===== config.mk =====
export PLATFORM = sky130hd
export DESIGN_NAME = e203_itcm_icb_slv
export DESIGN_NICKNAME = d
export VERILOG_FILES = /design/src/rtl/e203_itcm_icb_slv.sv
export SDC_FILE = /design/constraint.sdc
export NUM_CORES = 1
export LEC_CHECK = 0
export ABC_CLOCK_PERIOD_IN_PS = 1190
export BUFFER_PORTS_ARGS = -buffer_cell sky130_fd_sc_hd__buf_4
export CAP_MARGIN = 20
export CORE_AREA = 4 4 66 68
export CTS_BUF_LIST = sky130_fd_sc_hd__clkbuf_4 sky130_fd_sc_hd__clkbuf_8
export DETAILED_ROUTE_END_ITERATION = 10
export DIE_AREA = 0 0 70 72
export PLACE_DENSITY = 0.73
export SLEW_MARGIN = 5
export SYNTH_ARGS = -nofsm -noshare
export SYNTH_HDL_FRONTEND = slang
export SYNTH_SLANG_ARGS = --single-unit

===== constraint.sdc =====
create_clock -name clk -period 1.19 [get_ports clk]
set_input_delay 0 -clock clk [delete_from_list [all_inputs] [get_ports clk]]
set_output_delay 0 -clock clk [all_outputs]
set_load 0.1 [all_outputs]

===== src/rtl/e203_itcm_icb_slv.sv =====
// e203_itcm_icb_slv
// ICB responder in front of the ITCM single-port SRAM (1-cycle read latency).
// Holds at most one outstanding transaction; responses come back in order,
// one cycle after the command handshake.
//
// Ports:
//   clk, rst_n        clock, asynchronous active-low reset
//   icb_cmd_*         ICB command channel (valid/ready/addr/read/wdata/wmask)
//   icb_rsp_*         ICB response channel (valid/ready/err/rdata)
//   sram_*            SRAM strobes, driven combinationally in the handshake cycle
//   itcm_holdup       SRAM output still holds the last read word
//
// Optional feature: define E203_ITCM_HOLDUP_EN to implement itcm_holdup;
// otherwise it is tied to 0 and no register exists for it.

module e203_itcm_icb_slv #(
   parameter int unsigned AW  = 16,
   parameter int unsigned DW  = 32,
   parameter int unsigned SAW = AW - 2
) (
   input  logic              clk,
   input  logic              rst_n,

   input  logic              icb_cmd_valid,
   output logic              icb_cmd_ready,
   input  logic [AW-1:0]     icb_cmd_addr,
   input  logic              icb_cmd_read,
   input  logic [DW-1:0]     icb_cmd_wdata,
   input  logic [DW/8-1:0]   icb_cmd_wmask,

   output logic              icb_rsp_valid,
   input  logic              icb_rsp_ready,
   output logic              icb_rsp_err,
   output logic [DW-1:0]     icb_rsp_rdata,

   output logic              sram_cs,
   output logic              sram_we,
   output logic [SAW-1:0]    sram_addr,
   output logic [DW/8-1:0]   sram_wem,
   output logic [DW-1:0]     sram_din,
   input  logic [DW-1:0]     sram_dout,

   output logic              itcm_holdup
);

   typedef enum logic {
      ST_IDLE = 1'b0,
      ST_RSP  = 1'b1
   } state_t;

   state_t state_q, state_d;
   logic   rsp_is_read_q, rsp_is_read_d;
   logic   rsp_err_q, rsp_err_d;

   logic   misaligned;
   logic   cmd_hsk;
   logic   rsp_hsk;

   // Handshake decode and next-state / per-transaction flag capture
   always_comb begin
      state_d       = state_q;
      rsp_is_read_d = rsp_is_read_q;
      rsp_err_d     = rsp_err_q;

      misaligned    = |icb_cmd_addr[1:0];
      icb_cmd_ready = (state_q == ST_IDLE) | icb_rsp_ready;
      cmd_hsk       = icb_cmd_valid & icb_cmd_ready;
      rsp_hsk       = (state_q == ST_RSP) & icb_rsp_ready;

      // A new command always wins over a concurrent response retirement
      if (cmd_hsk) begin
         state_d       = ST_RSP;
         rsp_is_read_d = icb_cmd_read & ~misaligned;
         rsp_err_d     = misaligned;
      end else if (rsp_hsk) begin
         state_d       = ST_IDLE;
      end
   end

   always_ff @(posedge clk or negedge rst_n) begin
      if (!rst_n) begin
         state_q       <= ST_IDLE;
         rsp_is_read_q <= 1'b0;
         rsp_err_q     <= 1'b0;
      end else begin
         state_q       <= state_d;
         rsp_is_read_q <= rsp_is_read_d;
         rsp_err_q     <= rsp_err_d;
      end
   end

   // SRAM strobes: no access for misaligned commands; no access while stalled
   // so sram_dout stays stable under back-pressure
   always_comb begin
      sram_cs   = cmd_hsk & ~misaligned;
      sram_we   = ~icb_cmd_read;
      sram_addr = SAW'(icb_cmd_addr[AW-1:2]);
      sram_wem  = icb_cmd_wmask;
      sram_din  = icb_cmd_wdata;
   end

   // Response channel
   always_comb begin
      icb_rsp_valid = (state_q == ST_RSP);
      icb_rsp_err   = rsp_err_q;
      icb_rsp_rdata = rsp_is_read_q ? sram_dout : DW'(0);
   end

`ifdef E203_ITCM_HOLDUP_EN
   logic holdup_q, holdup_d;

   // Any accepted command reloads the flag: aligned reads set it, writes and
   // errored commands clear it; otherwise the SRAM output is untouched
   always_comb begin
      holdup_d = holdup_q;
      if (cmd_hsk) begin
         holdup_d = icb_cmd_read & ~misaligned;
      end
   end

   always_ff @(posedge clk or negedge rst_n) begin
      if (!rst_n) begin
         holdup_q <= 1'b0;
      end else begin
         holdup_q <= holdup_d;
      end
   end

   assign itcm_holdup = holdup_q;
`else
   assign itcm_holdup = 1'b0;
`endif

endmodule


## Yosys cells after proc, flatten, opt, wreduce, memory -nomap -nowiden

Index checks and enable logic that the tools add are counted.
Widths: inputs -> output; s select.

| storage, ports and cells | value |
|---|---|
| register bits | 3 |
| input bits | 89 |
| output and inout bits | 88 |
| logic and storage cells | 16 |

| cells by class | value |
|---|---|
| muxes and demuxes | 3 |
| bitwise gates (word level) | 8 |
| reductions and logical operators | 2 |

Operators by type and width:

| operator | count |
|---|---|
| $mux 32 | 1 |
| $and 1x1->1 | 4 |
| $not 1->1 | 3 |
| $mux 1 | 2 |
| $reduce_bool 2->1 | 1 |
| $reduce_or 2->1 | 1 |
| $or 1x1->1 | 1 |

## Logic depth before layout (Yosys ltp)

Gate-level depths: netlist (run 1).

| logic depth | value |
|---|---|
| word-level depth | 4 |
| depth in mapped cells | 3 |
| mapped depth without buffers | 3 |

## Worst setup path before layout (run 1)

OpenSTA, ideal clock, no wires.

| path | value |
|---|---|
| kind | reg-to-reg |
| from | reg state_q, in the netlist icb_rsp_valid |
| to | reg rsp_err_q, in the netlist icb_rsp_err |
| required time | 1.118 ns |
| path buffers | 0 |
| slack | -0.744 ns |
| data arrival time | 1.861 ns |
| library setup time | 0.072 ns |
| clock period less this slack | 1.934 ns |
| stages on the path, launching flop included | 4 |
| path through | dfrtp_1 nand2b_4 and3_4 nor2_2 |

| on the way | value |
|---|---|
| word-level cells in the longest chain between the ends | 3 |

Ends and longest elaborated chain:

| element | line | source |
|---|---|---|
| start, declared | 51 | `state_t state_q, state_d;` |
| start signal, assigned | 86 | `state_q <= state_d;` |
| $not 1->1 | 66 | `icb_cmd_ready = (state_q == ST_IDLE) \| icb_rsp_ready;` |
| $or 1x1->1 | 66 |  |
| via icb_cmd_ready | 25 | `output logic icb_cmd_ready,` |
| $and 1x1->1 | 67 | `cmd_hsk = icb_cmd_valid & icb_cmd_ready;` |
| end signal, assigned | 88 | `rsp_err_q <= rsp_err_d;` |
| end, declared | 53 | `logic rsp_err_q, rsp_err_d;` |

The timed path passes the listed nets, and every way through them passes these cells.
A chain may end at the register's enable or synchronous reset.

## Worst setup path after layout (run 1)

| path | value |
|---|---|
| from | reg rsp_is_read_q |
| to | out icb_rsp_rdata[30] |

| on the way | value |
|---|---|
| word-level cells in the longest chain between the ends | 1 |

Ends and longest elaborated chain:

| element | line | source |
|---|---|---|
| start, declared | 52 | `logic rsp_is_read_q, rsp_is_read_d;` |
| start signal, assigned | 87 | `rsp_is_read_q <= rsp_is_read_d;` |
| $mux 32 | 106 | `icb_rsp_rdata = rsp_is_read_q ? sram_dout : DW'(0);` |
| end, declared | 34 | `output logic [DW-1:0] icb_rsp_rdata,` |

No other way between the ends.

==> flow_summary.json, run 1 <==
{
  "status": "completed",
  "finalCriticalPeriod_ns": 1.18,
  "portBuffers": 75,
  "syn_nets": 188,
  "antenna_left": 0,
  "rsz0062_at_grt": "true",
  "fin_crit_sh": 0.989,
  "finalPower_mw": 1.30,
  "synth_area_leaders": "buf_4, and2_1, dfrtp_1",
  "synthTopCellsByCount": "buf_4, and2_1, clkbuf_2, dfrtp_1",
  "leakage_nw": 0.694,
  "synth_top_area_share": 0.511,
  "yosys_warnings": 0,
  "grt_use_met1": 0.0843,
  "arrival_ns": 1.18,
  "synthFlopType": "dfrtp_1",
  "cts_buffers": 3,
  "synthArstFlopShare": 1.00,
  "fp-row-count": 23,
  "setup_violations": 0,
  "pwr_density_cell_nw_per_um2": 910,
  "final_area_um2": 1430,
  "finClkSkew_ns": 0.000748,
  "required_ns": 1.19,
  "maxCapViolations": 0,
  "cts_num_sinks": 3,
  "ctsRootBufferMaster": "clkbuf_8",
  "fillers": 387,
  "synth_top_family_by_area": "buffers and inverters",
  "worst_hold_slack_ns": 0.0000386,
  "diodes": 0,
  "hpwlAfterDp_um": 1810,
  "cp_max_fo": 22,
  "clk_pin_slew_ns": 0.03,
  "seq_area_um2": 80.1,
  "avgSynthCellArea_um2": 7.57,
  "fp.dieH_um": 72,
  "nets": 219,
  "synth_edf_count": 0,
  "grt_max_degree": 23,
  "grt_pass1_wl_um": 3370,
  "tns_ns": 0,
  "vias_per_cell": 3.88,
  "wl_per_cell_um": 13.2,
  "die_w_um": 70,
  "drc_errors": 0,
  "htreeDepth": 1,
  "hold_class": "input pin to primary output",
  "synth-xor-area-share": 0,
  "syn_inst": 99,
  "post_synth_fa_ha_maj_area_fraction": 0,
  "firstDrtPassIters": 2,
  "yosysMostFrequentCell": "buf_4",
  "ys_ff_latch": 3,
  "synthToLayoutAreaGrowth_pct": 91.2,
  "antenna_found_initial": 0,
  "top_usage_layer": "met2",
  "worst_setup_path_start_kind": "flop",
  "crit_type": "flop to primary output",
  "holdPathStages": 0,
  "fmax_mhz": 849,
  "core_area_um2": 3860,
  "grtUsageTotal": 0.0851,
  "io_pins": 177,
  "slew_viol_final": 0,
  "synth_top_cell_by_area": "buf_4",
  "cp-end-kind": "primary output",
  "vias": 695,
  "drive_gt1_frac": 0.930,
  "tritoncts": "done",
  "reg2reg_depth": 4,
  "die_area_um2": 5040,
  "use_met2": 0.126,
  "synth-simple-area-share": 0.322,
  "ir_worst_vdd_mv": 0.613,
  "synth-compound-area-share": 0.0367,
  "ys_seq_area_frac": 0.100,
  "muxShareOfSynthArea": 0,
  "clk_latency_ns": 0.22,
  "placed_cell_area_um2": 1050,
  "ys_types": 14,
  "grt_pass1_vias": 721,
  "start_util": 0.194,
  "drtIter0Drc": 12,
  "routed_wl_um": 2360,
  "synth_area_um2": 749,
  "use_met3": 0.0360,
  "cts.path.max_buffers": 2,
  "gp_congestion": 0.612,
  "hold_violations": 0,
  "overflow": 0,
  "multi_input_area_um2": 312
}
## what timing repair did
item                                    4_1_cts  5_1_grt
gates resized for setup                      52       26
pin swaps                                     1        1
cloned                                        0        0
buffers inserted                              2        0
hold endpoints to repair                      3        0
hold buffers                                  1        0
endpoints found under the setup margin       32       23
## layout make-up
| cell class | count | share of cell area |
|---|---|---|
| clock buffers | 4 | 0.0341 |
| inverters | 1 | 0.00262 |
| multi-input cells | 41 | 0.217 |
| flip-flops and latches | 3 | 0.0559 |
| well taps | 50 | 0.0437 |
| repair buffers | 80 | 0.646 |
## critical path: stages (launching register included)
cell and delay [ns]:
dfrtp_2 0.43, buf_12 0.16, and2_2 0.19, buf_12 0.17
## layer usage
layer	part of all wire	vias to the layer above
met5	0	-
met4	0.068	0
met3	0.15	26
met2	0.49	70
met1	0.29	292
li1	-	307
## power by group
group / switching (mW) / internal, mW
Clock: 0.0756 / 0.252
Combinational: 0.548 / 0.305
Sequential: 0.00971 / 0.113
## worst paths after layout
kind                                         from                 to  slack, ns
min in group asynchronous                   rst_n      icb_rsp_valid       0.12
max in group asynchronous                   rst_n      icb_rsp_valid       0.96
worst max register to register      icb_rsp_valid      rsp_is_read_q       0.11
worst max-delay path                rsp_is_read_q  icb_rsp_rdata[30]       0.01
worst min register to register        icb_rsp_err        icb_rsp_err       0.55
worst min-delay path            icb_cmd_wdata[11]       sram_din[11]    0.00004
## stage by stage
step	utilization	worst slack [ns]	instances
global placement	0.271	0.155	172
CTS	0.342	-0.00233	179
finish	0.372	0.0126	179
floorplan	-	-0.393	99
global route	0.372	-0.0217	179
detailed placement	0.271	0.128	172
## cell usage in the layout (no fill, tap or decap), types with 2 or more instances in the layout
master and n:
and2_1 2, buf_6 10, buf_12 21, and2_2 29
clkbuf_8 3, buf_4 45, buf_8 3
## kinds of logic after synthesis
logic type             Yosys count
and+or+nand+nor                 37
DFF                              3
buffers and inverters           55
AOI/OAI and AO/OA                3
other                            1
## registers in the layout, summed over array words and instances, names as in the netlist
signal and cells:
icb_rsp_err 1, icb_rsp_valid 1, rsp_is_read_q 1
(Power assumes the default switching activity.)
==> run 2, diff against run 1 <==
CORE_AREA = 3 3 67 69   (was 4 4 66 68)
PLACE_DENSITY = 0.69   (was 0.73)
==> run 2 against run 1 <==
  * Sequential share of layout area increased by 0.12 points
  * Register-to-register slack barely moved
  * Worst hold slack barely moved
  * Final cell count is the same
  * First-iteration DRC count decreased by 50%
  * Flip-flop and latch count unchanged
  * Fmax rose by 1.2%
  * Global-route usage shrank 0.30 points
  * Highest routed layer unchanged
  * Core utilization is 2.4 points lower
  * Non-clock buffer count unchanged
  * Via count down 2.7%
==> flow_summary.json, run 2 (synthesis results as in run 1) <==
{
  "status": "completed",
  "slew_viol_final": 0,
  "grt_pass1_wl_um": 3350,
  "fillers": 410,
  "required_ns": 1.19,
  "crit_family": "flip-flops",
  "seq_area_um2": 78.8,
  "clk_latency_ns": 0.21,
  "firstDrtPassIters": 2,
  "rsz0062_at_grt": "true",
  "routed_wl_um": 2420,
  "finalCoreUtilization": 0.348,
  "drtIter0Drc": 6,
  "antenna_left": 0,
  "hold_path_end": "sram_din[0]",
  "vias_per_cell": 3.78,
  "hold_class": "input pin to primary output",
  "hold_violations": 0,
  "grt_use_met1": 0.0808,
  "fp.dieH_um": 72,
  "cpMaxStageDelayCell": "dfrtp_4",
  "die_w_um": 70,
  "grtUsageTotal": 0.0822,
  "hpwlAfterDp_um": 1920,
  "synthToLayoutAreaGrowth_pct": 84.1,
  "max_stage_delay_ns": 0.47,
  "rrSetupSlack_ns": 0.12,
  "io_pins": 177,
  "fmax_mhz": 860,
  "portBuffers": 75,
  "r2r_end": "rsp_is_read_q",
  "holdCritStartpoint": "icb_cmd_wdata[0]",
  "diodes": 0,
  "cts_num_sinks": 3,
  "nets": 219,
  "crit_type": "flop to primary output",
  "gp_congestion": 0.578,
  "layout_common_cells": "buf_4, and2_2, buf_8, buf_12, buf_6",
  "core_area_um2": 3970,
  "arrival_ns": 1.16,
  "pwr_density_cell_nw_per_um2": 916,
  "reg2reg_depth": 4,
  "layout_commonest_cell": "buf_4",
  "cp_max_fo": 5,
  "wl_per_cell_um": 13.5,
  "path_buf_inv": 1,
  "antenna_found_initial": 0,
  "setup_violations": 0,
  "r2r-start": "icb_rsp_valid",
  "clk_pin_slew_ns": 0.03,
  "die_area_um2": 5040,
  "fin_crit_sh": 0.978,
  "holdPathStages": 0,
  "use_met2": 0.130,
  "worst_hold_slack_ns": 0.0000386,
  "worst_setup_path_start_kind": "flop",
  "start_util": 0.189,
  "crit_chain": "nand2b_4 -> and3_4 -> buf_12",
  "cts_buffers": 3,
  "drc_errors": 0,
  "ctsRootBufferMaster": "clkbuf_8",
  "drive_gt1_frac": 0.922,
  "cts.path.max_buffers": 2,
  "cp-end-kind": "primary output",
  "finClkSkew_ns": 0.00252,
  "multi_input_area_um2": 310,
  "htreeDepth": 1,
  "top_usage_layer": "met2",
  "grt_max_degree": 24,
  "ir_worst_vdd_mv": 0.819,
  "grt_pass1_vias": 692,
  "fp-row-count": 23,
  "finalCriticalPeriod_ns": 1.16,
  "leakage_nw": 0.683,
  "overflow": 0,
  "tritoncts": "done",
  "vias": 676,
  "finalPower_mw": 1.26,
  "maxCapViolations": 0,
  "use_met3": 0.0471
}
==> run 2: cell count changes in the layout (fill, tap and decap cells not counted) <==
| cell | previous run | this run |
|---|---|---|
| and2_4 | 1 | 0 |
| buf_12 | 21 | 11 |
| buf_8 | 3 | 13 |
| dfrtp_2 | 1 | 0 |
| and2_2 | 29 | 30 |
| dfrtp_1 | 1 | 2 |
==> run 2: final cells by class <==
type / count / area share
Tap cell: 50 / 0.0453
Multi-Input combinational cell: 41 / 0.225
Timing Repair Buffer: 80 / 0.635
Clock buffer: 4 / 0.0354
Sequential cell: 3 / 0.0571
Inverter: 1 / 0.00272
==> run 2: worst max path at each step <==
| stage | from | to | slack, ns | cells past startpoint |
|---|---|---|---|---|
| global route | rsp_is_read_q | icb_rsp_rdata[31] | -0.02 | 3 |
| CTS | rsp_is_read_q | icb_rsp_rdata[3] | 0.0009 | 3 |
| detailed placement | icb_rsp_valid | sram_cs | 0.15 | 3 |
| global placement | icb_rsp_valid | sram_cs | 0.16 | 3 |
| finish | icb_rsp_valid | sram_cs | 0.03 | 3 |
| floorplan | icb_rsp_valid | icb_rsp_err | -0.39 | 3 |
==> run 2: metrics by stage <==
| step | setup TNS, ns | setup slack [ns] | cells | cell area [um^2] |
|---|---|---|---|---|
| after floorplan | -0.795 | -0.393 | 99 | 791 |
| after global placement | 0 | 0.157 | 172 | 1030 |
| after detailed placement | 0 | 0.150 | 172 | 1030 |
| after CTS | 0 | 0.000948 | 177 | 1200 |
| after global routing | -0.0598 | -0.0178 | 179 | 1380 |
| final | 0 | 0.0268 | 179 | 1380 |
==> run 2: report_power, final <==
group | leakage [nW] | total, mW | switching, mW | internal, mW
Combinational | 0.623 | 0.833 | 0.547 | 0.286
Sequential | 0.0339 | 0.120 | 0.00741 | 0.113
Clock | 0.0262 | 0.311 | 0.0602 | 0.251
Total | 0.683 | 1.26 | 0.614 | 0.650
==> run 2: timing repair <==
action / CTS / global route
hold buffers: 1 / 0
pin swaps: 0 / 1
buffers inserted: 0 / 2
endpoints found under the hold margin: 3 / 0
setup endpoints to repair: 24 / 32
resized for setup: 29 / 40
==> run 2: routing by layer <==
| metal | vias up | routed length (um) |
|---|---|---|
| met2 | 61 | 1250 |
| met1 | 290 | 711 |
| met3 | 20 | 363 |
| li1 | 305 | - |
| met4 | 0 | 92 |
| met5 | - | 0 |
==> run 2: worst register-to-register path: cells and delay by family, from the launching register on <==
kind / cells / cell delay [ns]
DFF: 1 / 0.47
buffers and inverters: 1 / 0.12
and+or+nand+nor: 1 / 0.09
AOI/OAI and AO/OA: 2 / 0.27
==> run 3, diff against run 2 <==
--- a/config.mk
+++ b/config.mk
@@ -14,3 +14,3 @@
 export DIE_AREA = 0 0 70 72
-export PLACE_DENSITY = 0.69
+export PLACE_DENSITY = 0.66
 export SLEW_MARGIN = 5
--- a/constraint.sdc
+++ b/constraint.sdc
@@ -3,2 +3,2 @@
 set_output_delay 0 -clock clk [all_outputs]
-set_load 0.1 [all_outputs]
+set_load 0.01 [all_outputs]
==> run 3 against run 2 <==
  * Fmax rose by 6.9%
  * Worst hold slack barely moved
  * Combinational power fell by 65%
  * Clock skew fell by 0.0020 ns
  * Clock power rose by 4%
  * Total power fell by 42%
  * Worst setup slack improved by 0.075 ns
  * Clock-buffer cell count did not move
  * Via count rose by 1.2%
  * Non-clock buffer count fell by 2
  * Final cell count fell by 1.1%
  * Largest power group is now the clock network
==> flow_summary.json, run 3 (synthesis results as in run 1) <==
{
  "tritoncts": "done",
  "firstDrtPassIters": 1,
  "holdPathStages": 0,
  "reg2reg_depth": 3,
  "antenna_left": 0,
  "diodes": 0,
  "hold_class": "input pin to primary output",
  "pwr_density_cell_nw_per_um2": 701,
  "grt_max_degree": 23,
  "tns_ns": 0,
  "required_ns": 1.19,
  "layout_common_cells": "buf_4, and2_1, clkbuf_8, dfrtp_1",
  "final_area_um2": 1050,
  "grt_pass1_wl_um": 3060,
  "leakage_nw": 0.588,
  "arrival_ns": 1.09,
  "clk_latency_ns": 0.22,
  "fmax_mhz": 919,
  "finalCriticalPeriod_ns": 1.09,
  "cts_num_sinks": 3,
  "vias": 684,
  "cp_max_fo": 22,
  "rrSetupSlack_ns": 0.28,
  "portBuffers": 75,
  "fp-row-count": 23,
  "synthToLayoutAreaGrowth_pct": 40.2,
  "max_stage_delay_ns": 0.39,
  "cpMaxStageDelayCell": "dfrtp_1",
  "rsz0062_at_grt": "false",
  "r2r_end": "rsp_is_read_q",
  "wl_per_cell_um": 11.3,
  "ctsRootBufferMaster": "clkbuf_8",
  "hpwlAfterDp_um": 1730,
  "cts_buffers": 3,
  "worst_hold_slack_ns": 0.00000392,
  "clk_pin_slew_ns": 0.03,
  "gp_congestion": 0.693,
  "fp.dieH_um": 72,
  "crit_type": "flop to primary output",
  "grtUsageTotal": 0.0749,
  "fillers": 446,
  "die_w_um": 70,
  "status": "completed",
  "path_common_cell": "buf_4",
  "holdCritStartpoint": "icb_cmd_addr[15]",
  "holdBufCountCts": 1,
  "cp-end-kind": "primary output",
  "placed_cell_area_um2": 992,
  "routed_wl_um": 2010,
  "finClkSkew_ns": 0.000557,
  "crit_chain": "buf_4 -> and2_1 -> buf_4",
  "setup_violations": 0,
  "layout_commonest_cell": "buf_4",
  "die_area_um2": 5040,
  "core_area_um2": 3970,
  "antenna_found_initial": 0,
  "slew_viol_final": 0,
  "ir_worst_vdd_mv": 0.907,
  "grt_pass1_vias": 708,
  "fin_crit_sh": 0.915,
  "maxCapViolations": 0,
  "overflow": 0,
  "hold_violations": 0,
  "start_util": 0.189,
  "cts_setup_buffers": 0,
  "htreeDepth": 1,
  "r2r-start": "icb_rsp_valid",
  "drc_errors": 0,
  "vias_per_cell": 3.86,
  "worst_setup_path_start_kind": "flop",
  "cts.path.max_buffers": 2,
  "hold_path_end": "sram_addr[13]",
  "drive_gt1_frac": 0.677,
  "io_pins": 177,
  "nets": 217,
  "post_cts_resized": 0,
  "drtIter0Drc": 0
}
## run 3: cell count changes in the layout (fill, tap and decap cells not counted)
cell     before  now
buf_4        45   77
and2_1        2   32
and2_2       30    0
buf_8        13    0
buf_12       11    0
buf_6        10    0
dfrtp_1       2    3
dfrtp_4       1    0
## run 3: worst max-delay path, delay by kind of cell, from the launching register on
kind,cells,cell delay (ns)
DFF,1,0.39
buffers and inverters,2,0.33
and+or+nand+nor,1,0.15
## run 3: metrics by stage
step / setup slack (ns) / cells / utilization / power (mW)
floorplan: 0.260 / 99 / - / 0.395
global placement: 0.315 / 172 / 0.250 / 0.415
detailed placement: 0.273 / 172 / 0.250 / 0.419
CTS: 0.0847 / 177 / 0.265 / 0.753
global route: 0.0359 / 177 / 0.265 / 0.788
finish: 0.101 / 177 / 0.265 / 0.737
## run 3: cell type report
class	instances	area, um^2	area share
timing repair buffer	78	588	0.560
tap	50	62.6	0.0595
inverter	1	3.75	0.00357
clock buffer	4	48.8	0.0464
sequential	3	75.1	0.0714
multi-input combinational	41	273	0.260
## run 3: metal layers
| metal | global-route usage | share of wire |
|---|---|---|
| met1 | 0.0716 | 0.31 |
| met3 | 0.0277 | 0.16 |
| met4 | 0.0809 | 0.080 |
| met5 | 0 | 0 |
| met2 | 0.120 | 0.46 |
## run 3: how the worst max path moves through the flow
| stage | slack, ns | cells past startpoint | end | start |
|---|---|---|---|---|
| 2_1_floorplan | 0.26 | 3 | rsp_is_read_q | icb_rsp_valid |
| 3_3_place_gp | 0.32 | 3 | rsp_is_read_q | icb_rsp_valid |
| 3_5_place_dp | 0.27 | 3 | rsp_is_read_q | icb_rsp_valid |
| 4_1_cts | 0.08 | 3 | icb_rsp_rdata[22] | rsp_is_read_q |
| 5_1_grt | 0.04 | 3 | icb_rsp_rdata[22] | rsp_is_read_q |
| 6_report | 0.10 | 3 | icb_rsp_rdata[22] | rsp_is_read_q |
## run 3: report_power, final
group	internal, mW	switching (mW)
logic	0.188	0.106
registers	0.111	0.00690
clock network	0.252	0.0719
